### src/rtl/adc_trigger_capture.sv
// ---------------------------------------------------------------------------
// adc_trigger_capture
//
// Threshold-triggered capture controller for the ADC sample stream. Once
// armed it records samples into a circular buffer. On a rising crossing of
// the threshold it freezes PRE_SAMPLES pre-trigger samples plus POST_SAMPLES
// samples from the trigger onward. The frozen window is then streamed out
// over a valid/ready handshake, oldest sample first.
//
// Optional build macro: AUTO_REARM_EN
//   defined   : after the final word is accepted, go straight back to FILL
//   undefined : return to IDLE and wait for the next arm pulse
//
// Ports:
//   clk         sample clock
//   reset_n     asynchronous active-low reset
//   ADC_IN      raw ADC sample, one per clock
//   threshold   unsigned trigger level
//   arm         single-cycle arm request (IDLE only)
//   abort       return to IDLE on the next edge, discarding any window
//   out_data    captured sample
//   out_valid   out_data valid
//   out_last    final sample of the window
//   out_ready   downstream accept
//   state       IDLE=0, FILL=1, ARMED=2, POST=3, READOUT=4
//   trig_count  completed-capture counter (wraps)
// ---------------------------------------------------------------------------
module adc_trigger_capture #(
  parameter int DATA_W       = 14,
  parameter int PRE_SAMPLES  = 16,
  parameter int POST_SAMPLES = 48
) (
  input  logic              clk,
  input  logic              reset_n,
  input  logic [DATA_W-1:0] ADC_IN,
  input  logic [DATA_W-1:0] threshold,
  input  logic              arm,
  input  logic              abort,
  output logic [DATA_W-1:0] out_data,
  output logic              out_valid,
  output logic              out_last,
  input  logic              out_ready,
  output logic [2:0]        state,
  output logic [15:0]       trig_count
);

  localparam int DEPTH  = PRE_SAMPLES + POST_SAMPLES;
  localparam int PTR_W  = $clog2(DEPTH);
  localparam int FILL_W = $clog2(PRE_SAMPLES + 1);
  localparam int POST_W = $clog2(POST_SAMPLES + 1);
  localparam int CNT_W  = $clog2(DEPTH + 1);

  localparam logic [PTR_W-1:0]  PTR_LAST  = PTR_W'(DEPTH - 1);
  localparam logic [FILL_W-1:0] FILL_LAST = FILL_W'(PRE_SAMPLES - 1);
  localparam logic [POST_W-1:0] POST_LAST = POST_W'(POST_SAMPLES - 1);
  localparam logic [CNT_W-1:0]  RD_LAST   = CNT_W'(DEPTH - 1);
  localparam logic [CNT_W-1:0]  RD_DONE   = CNT_W'(DEPTH);

  typedef enum logic [2:0] {
    IDLE    = 3'd0,
    FILL    = 3'd1,
    ARMED   = 3'd2,
    POST    = 3'd3,
    READOUT = 3'd4
  } state_t;

`ifdef AUTO_REARM_EN
  localparam state_t DONE_STATE = FILL;
`else
  localparam state_t DONE_STATE = IDLE;
`endif

  state_t cur_state, next_state;

  logic [DATA_W-1:0] s1, s2;
  logic [DATA_W-1:0] mem [DEPTH];
  logic [PTR_W-1:0]  wr_ptr, rd_ptr;
  logic [FILL_W-1:0] fill_cnt;
  logic [POST_W-1:0] post_cnt;
  logic [CNT_W-1:0]  rd_cnt;
  logic              rd_go;

  logic trig, wr_en, enter_readout, last_xfer, can_issue;

  function automatic logic [PTR_W-1:0] ptr_inc(input logic [PTR_W-1:0] p);
    return (p == PTR_LAST) ? '0 : p + 1'b1;
  endfunction

  assign state         = cur_state;
  assign trig          = (s1 > threshold) && (s2 <= threshold);
  assign wr_en         = (cur_state == FILL) || (cur_state == ARMED) || (cur_state == POST);
  assign enter_readout = (next_state == READOUT) && (cur_state != READOUT);
  assign last_xfer     = out_valid && out_ready && out_last;
  // The output register may take a new word when empty or being drained.
  assign can_issue     = rd_go && (!out_valid || out_ready);

  // State register.
  always_ff @(posedge clk or negedge reset_n) begin
    if (!reset_n) begin
      cur_state <= IDLE;
    end else begin
      cur_state <= next_state;
    end
  end

  // Next-state logic; abort overrides every other transition.
  always_comb begin
    next_state = cur_state;
    case (cur_state)
      IDLE:    if (arm) next_state = FILL;
      FILL:    if (fill_cnt == FILL_LAST) next_state = ARMED;
      ARMED:   if (trig) next_state = (POST_SAMPLES == 1) ? READOUT : POST;
      POST:    if (post_cnt == POST_LAST) next_state = READOUT;
      READOUT: if (last_xfer) next_state = DONE_STATE;
      default: next_state = IDLE;
    endcase
    if (abort) next_state = IDLE;
  end

  // Sample buffer; contents need no reset since they are always overwritten
  // by a full window before being read.
  always_ff @(posedge clk) begin
    if (wr_en) mem[wr_ptr] <= s1;
  end

  // Input pipeline, capture counters, readout pointer and output register.
  // The first READOUT cycle only sets rd_go, so the first word appears two
  // edges after entering READOUT.
  always_ff @(posedge clk or negedge reset_n) begin
    if (!reset_n) begin
      s1         <= '0;
      s2         <= '0;
      wr_ptr     <= '0;
      rd_ptr     <= '0;
      fill_cnt   <= '0;
      post_cnt   <= '0;
      rd_cnt     <= '0;
      rd_go      <= 1'b0;
      out_data   <= '0;
      out_valid  <= 1'b0;
      out_last   <= 1'b0;
      trig_count <= '0;
    end else begin
      s1 <= ADC_IN;
      s2 <= s1;
      if (abort) begin
        wr_ptr    <= '0;
        rd_ptr    <= '0;
        fill_cnt  <= '0;
        post_cnt  <= '0;
        rd_cnt    <= '0;
        rd_go     <= 1'b0;
        out_valid <= 1'b0;
        out_last  <= 1'b0;
      end else begin
        case (cur_state)
          FILL: begin
            wr_ptr   <= ptr_inc(wr_ptr);
            fill_cnt <= fill_cnt + 1'b1;
          end
          ARMED: begin
            wr_ptr <= ptr_inc(wr_ptr);
            if (trig) post_cnt <= POST_W'(1);
          end
          POST: begin
            wr_ptr   <= ptr_inc(wr_ptr);
            post_cnt <= post_cnt + 1'b1;
          end
          READOUT: begin
            rd_go <= 1'b1;
            if (can_issue) begin
              if (rd_cnt != RD_DONE) begin
                out_data  <= mem[rd_ptr];
                out_valid <= 1'b1;
                out_last  <= (rd_cnt == RD_LAST);
                rd_ptr    <= ptr_inc(rd_ptr);
                rd_cnt    <= rd_cnt + 1'b1;
              end else begin
                out_valid <= 1'b0;
                out_last  <= 1'b0;
              end
            end
          end
          default: ;
        endcase
        if (cur_state != FILL) fill_cnt <= '0;
        // The slot after the final write holds the oldest sample of the window.
        if (enter_readout) begin
          rd_ptr     <= ptr_inc(wr_ptr);
          rd_cnt     <= '0;
          rd_go      <= 1'b0;
          trig_count <= trig_count + 1'b1;
        end
      end
    end
  end

endmodule
### config.mk
export PLATFORM = sky130hd
export DESIGN_NAME = adc_trigger_capture
export DESIGN_NICKNAME = d
export VERILOG_FILES = /design/src/rtl/adc_trigger_capture.sv
export SDC_FILE = /design/constraint.sdc
export NUM_CORES = 1
export LEC_CHECK = 0
export ABC_AREA = 1
export BUFFER_PORTS_ARGS = -buffer_cell sky130_fd_sc_hd__buf_2
export CELL_PAD_IN_SITES_DETAIL_PLACEMENT = 1
export CELL_PAD_IN_SITES_GLOBAL_PLACEMENT = 2
export CORE_MARGIN = 3
export CORE_UTILIZATION = 39
export CTS_BUF_LIST = sky130_fd_sc_hd__clkbuf_8 sky130_fd_sc_hd__clkbuf_16
export CTS_CLUSTER_SIZE = 20
export DETAILED_ROUTE_END_ITERATION = 12
export PLACE_DENSITY_LB_ADDON = 0.08
export SYNTH_ARGS = -nofsm -noshare
export SYNTH_HDL_FRONTEND = slang
export SYNTH_SLANG_ARGS = --single-unit
### constraint.sdc
create_clock -name clk -period 2.2 [get_ports clk]
set_input_delay 0.33 -clock clk [delete_from_list [all_inputs] [get_ports clk]]
set_output_delay 0.33 -clock clk [all_outputs]
set_load 0.01 [all_outputs]
==> results.cfg <==
[setup_path]
cpMaxStageDelayCell = dfrtp_4
max_stage_delay_ns = 0.58
critPathLaunchType = register
critical_path_buf_inv_count = 3
worst-r2r-setup-slack_ns = 0.02
worstSetupPathType = register to register
crit_required_ns = 2.84
end_kind = register
cp-endpoint = out_data[3]
crit_chain = inv_16 -> buf_12 -> bufbuf_16 -> nand2_1 -> nand3_1 -> nand3_1 -> nand3_1 -> nand2_1 -> nand2_1 -> nand3_1 -> nand2_1 -> nand2_1 -> nand2_1
rr_worst_depth = 13
arrival_ns = 2.82
cp_common_cell = nand2_1
r2r_start = rd_ptr[0]
cp.depth = 13
startpoint = rd_ptr[0]
rr_endpoint = out_data[3]
worstPathMaxFanout = 24
cpLargestDelayFamily = simple AND/OR/NAND/NOR gates

[synthesis]
synthArstFlopShare_pct = 9.49
synth_top_cells_by_count = nand2_1, edfxtp_1, nand3_1
netlist_instances = 3547
synth_top_area_share_pct = 65.6
yosysMostFrequentCell = nand2_1
synth-main-ff-cell = edfxtp_1
seq_area_frac_synth_pct = 71.4
syn_area_per_cell_um2 = 11.6
syn-cell-area_um2 = 41000
synth-edff-count = 896
syn_nets = 3616
synth_top_cell_by_area = edfxtp_1
yosys_register_bits = 990
ys_types = 37
synth_area_leaders = edfxtp_1, nand2_1, nand3_1
synth_warnings = 0

[detailed_routing]
first_iter_violations = 2341
met3_length_mm = 5.74
top_layer_used = met4
drt-met1-wl_mm = 59.6
wl_per_cell_um = 25.4
vias = 28353
ant_nets = 0
via_per_inst = 5.40
wl_met2_mm = 64.5
dr.pass1.iters = 5
drc_errors = 0
wirelength_mm = 133

[floorplanning]
core_region_area_um2 = 104000
ios = 68
fp.dieW_um = 330
floorplan.initialDensity_pct = 39.5
die_area_um2 = 109000
rows = 118
die_h_um = 330

[grt]
overflow = 0
grt_max_degree = 66
grt_usage_pct = 24.4
grt_pass1_vias = 29578
antenna_found_initial = 6
grt_first_pass_wirelength_mm = 197

[clock_network]
clkTransAtPathRegs_ns = 0.07
cts-htree-levels = 3
clock-sinks = 990
cts_buffer_depth = 3
cts-root-buf = clkbuf_16
clock_latency_ns = 0.70
cts_buffers = 110
cts_tree = built

[timing]
max_freq_ghz = 0.459
finalClockSkew_ns = 0.0356
rsz0062_at_grt = true
post-route-period-util_pct = 99.0
relSlewSlack_pct = 30.4
tightestPinTransition_ns = 1.04
period_needed_ns = 2.18
hold_viol_final = 0
maxSlewViolCount = 0
setup_violations = 0
holdWs_ns = 0.152
tns_ns = 0

[pwr]
vdd_drop_max_uv = 644
leakage_nw = 18.6
power_density_nw_per_um2 = 895
power_w = 0.0443

[placement]
dp_hpwl_mm = 78.8
place.port_buffers = 67
globalplace.congestion = 0.840

[outcome]
outcome = completed

[layout]
nets = 3850
fill_cells = 10828
final_core_util_pct = 47.6
area_delta_synth_final_pct = 20.6
drive_gt1_share_pct = 15.2

[worst_hold_path]
hold_path.class = input port to async pin

[job]
maxCapViolCount = 0
cells in the final DEF, fill, tap and decap left out, types with 6 or more instances in the layout:
cell type	netlist	layout
a21oi_1	28	28
buf_12	0	84
buf_16	0	14
buf_2	127	66
buf_4	13	124
buf_6	24	6
bufbuf_16	0	8
bufinv_16	0	9
clkbuf_16	0	114
clkinv_1	0	20
clkinv_2	0	18
dfrtp_1	94	76
dfrtp_2	0	15
dlygate4sd3_1	0	18
edfxtp_1	896	896
ha_1	36	35
inv_1	64	93
nand2_1	1162	1131
nand2_2	3	27
nand2_4	0	7
nand3_1	828	776
nand3_2	1	49
nand4_1	7	7
nor2_1	112	98
nor2_2	4	18
nor3_1	10	10
o211ai_1	9	9
o21ai_0	36	36
xor2_1	20	20
power by group:
| part | internal, W | switching [W] |
|---|---|---|
| Clock | 0.0103 | 0.00758 |
| Sequential | 0.0206 | 0.0000766 |
| Combinational | 0.00191 | 0.00387 |
| Total | 0.0328 | 0.0115 |
state kept, by name, indices dropped and copies added (netlist names):
| register | cells |
|---|---|
| s2 | 14 |
| s1 | 14 |
| out_data | 14 |
| rd_ptr | 6 |
| mem | 896 |
| out_last | 1 |
| out_valid | 1 |
| state | 3 |
| post_cnt | 6 |
| fill_cnt | 5 |
| rd_go | 1 |
| rd_cnt | 7 |
| trig_count | 16 |
| wr_ptr | 6 |
area by class of cell:
| cell class | instances | area (um2) | share of cell area [%] |
|---|---|---|---|
| Sequential cell | 990 | 29300 | 59.2 |
| Inverter | 70 | 303 | 0.612 |
| Multi-Input combinational cell | 2286 | 10800 | 21.8 |
| Tap cell | 1380 | 1730 | 3.49 |
| Clock inverter | 83 | 642 | 1.30 |
| Antenna cell | 1 | 2.50 | 0.00506 |
| Clock buffer | 113 | 2820 | 5.69 |
| Timing Repair Buffer | 323 | 3900 | 7.89 |
how the worst min path moves through the flow:
stage               cells after the start             to  slack (ns)    start
CTS                                     2  trig_count[7]        0.12  reset_n
global route                            2  trig_count[6]        0.16  reset_n
detailed placement                      1  trig_count[7]        0.33  reset_n
global placement                        1  trig_count[7]        0.32  reset_n
floorplan                               0    fill_cnt[0]        0.03  reset_n
finish                                  2  trig_count[7]        0.15  reset_n
cell families after synthesis:
family / after synthesis / share of synthesized area (%)
DFF: 990 / 71.4
buffers and inverters: 271 / 3.44
AOI/OAI and AO/OA: 90 / 1.23
adders and majority gates: 36 / 1.10
xor gates and xnor gates: 24 / 0.513
and+or+nand+nor: 2136 / 22.4
metrics by stage:
stage                     instance area [um2]  std cells  worst slack (ns)
after floorplan                         41000       3547           -0.0724
after global placement                  44800       5011            -0.336
after detailed placement                44800       5011            -0.362
after CTS                               49100       5239          0.000943
after global routing                    49500       5245           -0.0873
final                                   49500       5246            0.0227
worst reg2reg max path, stage by stage (launching register included):
cell and delay [ns]:
dfrtp_4 0.58, inv_16 0.13, buf_12 0.17, bufbuf_16 0.36, nand2_1 0.07, nand3_1 0.07, nand3_1 0.07, nand3_1 0.09
nand2_1 0.16, nand2_1 0.15, nand3_1 0.07, nand2_1 0.08, nand2_1 0.05, nand2_1 0.06
timing repair:
action / CTS / global route
setup endpoints to repair: 13 / 44
cloned: 9 / 2
pin swaps: 3 / 6
hold endpoints to repair: 66 / 0
hold buffers: 18 / 0
buffers inserted: 6 / 5
resized for setup: 57 / 67
per-layer routing:
| metal | up-vias | global-route usage (%) |
|---|---|---|
| li1 | 12936 | - |
| met1 | 14604 | 33.7 |
| met2 | 635 | 40.8 |
| met3 | 178 | 2.72 |
| met4 | 0 | 7.04 |
| met5 | - | 0 |
Note: power is estimated with default switching activity, not from simulation.
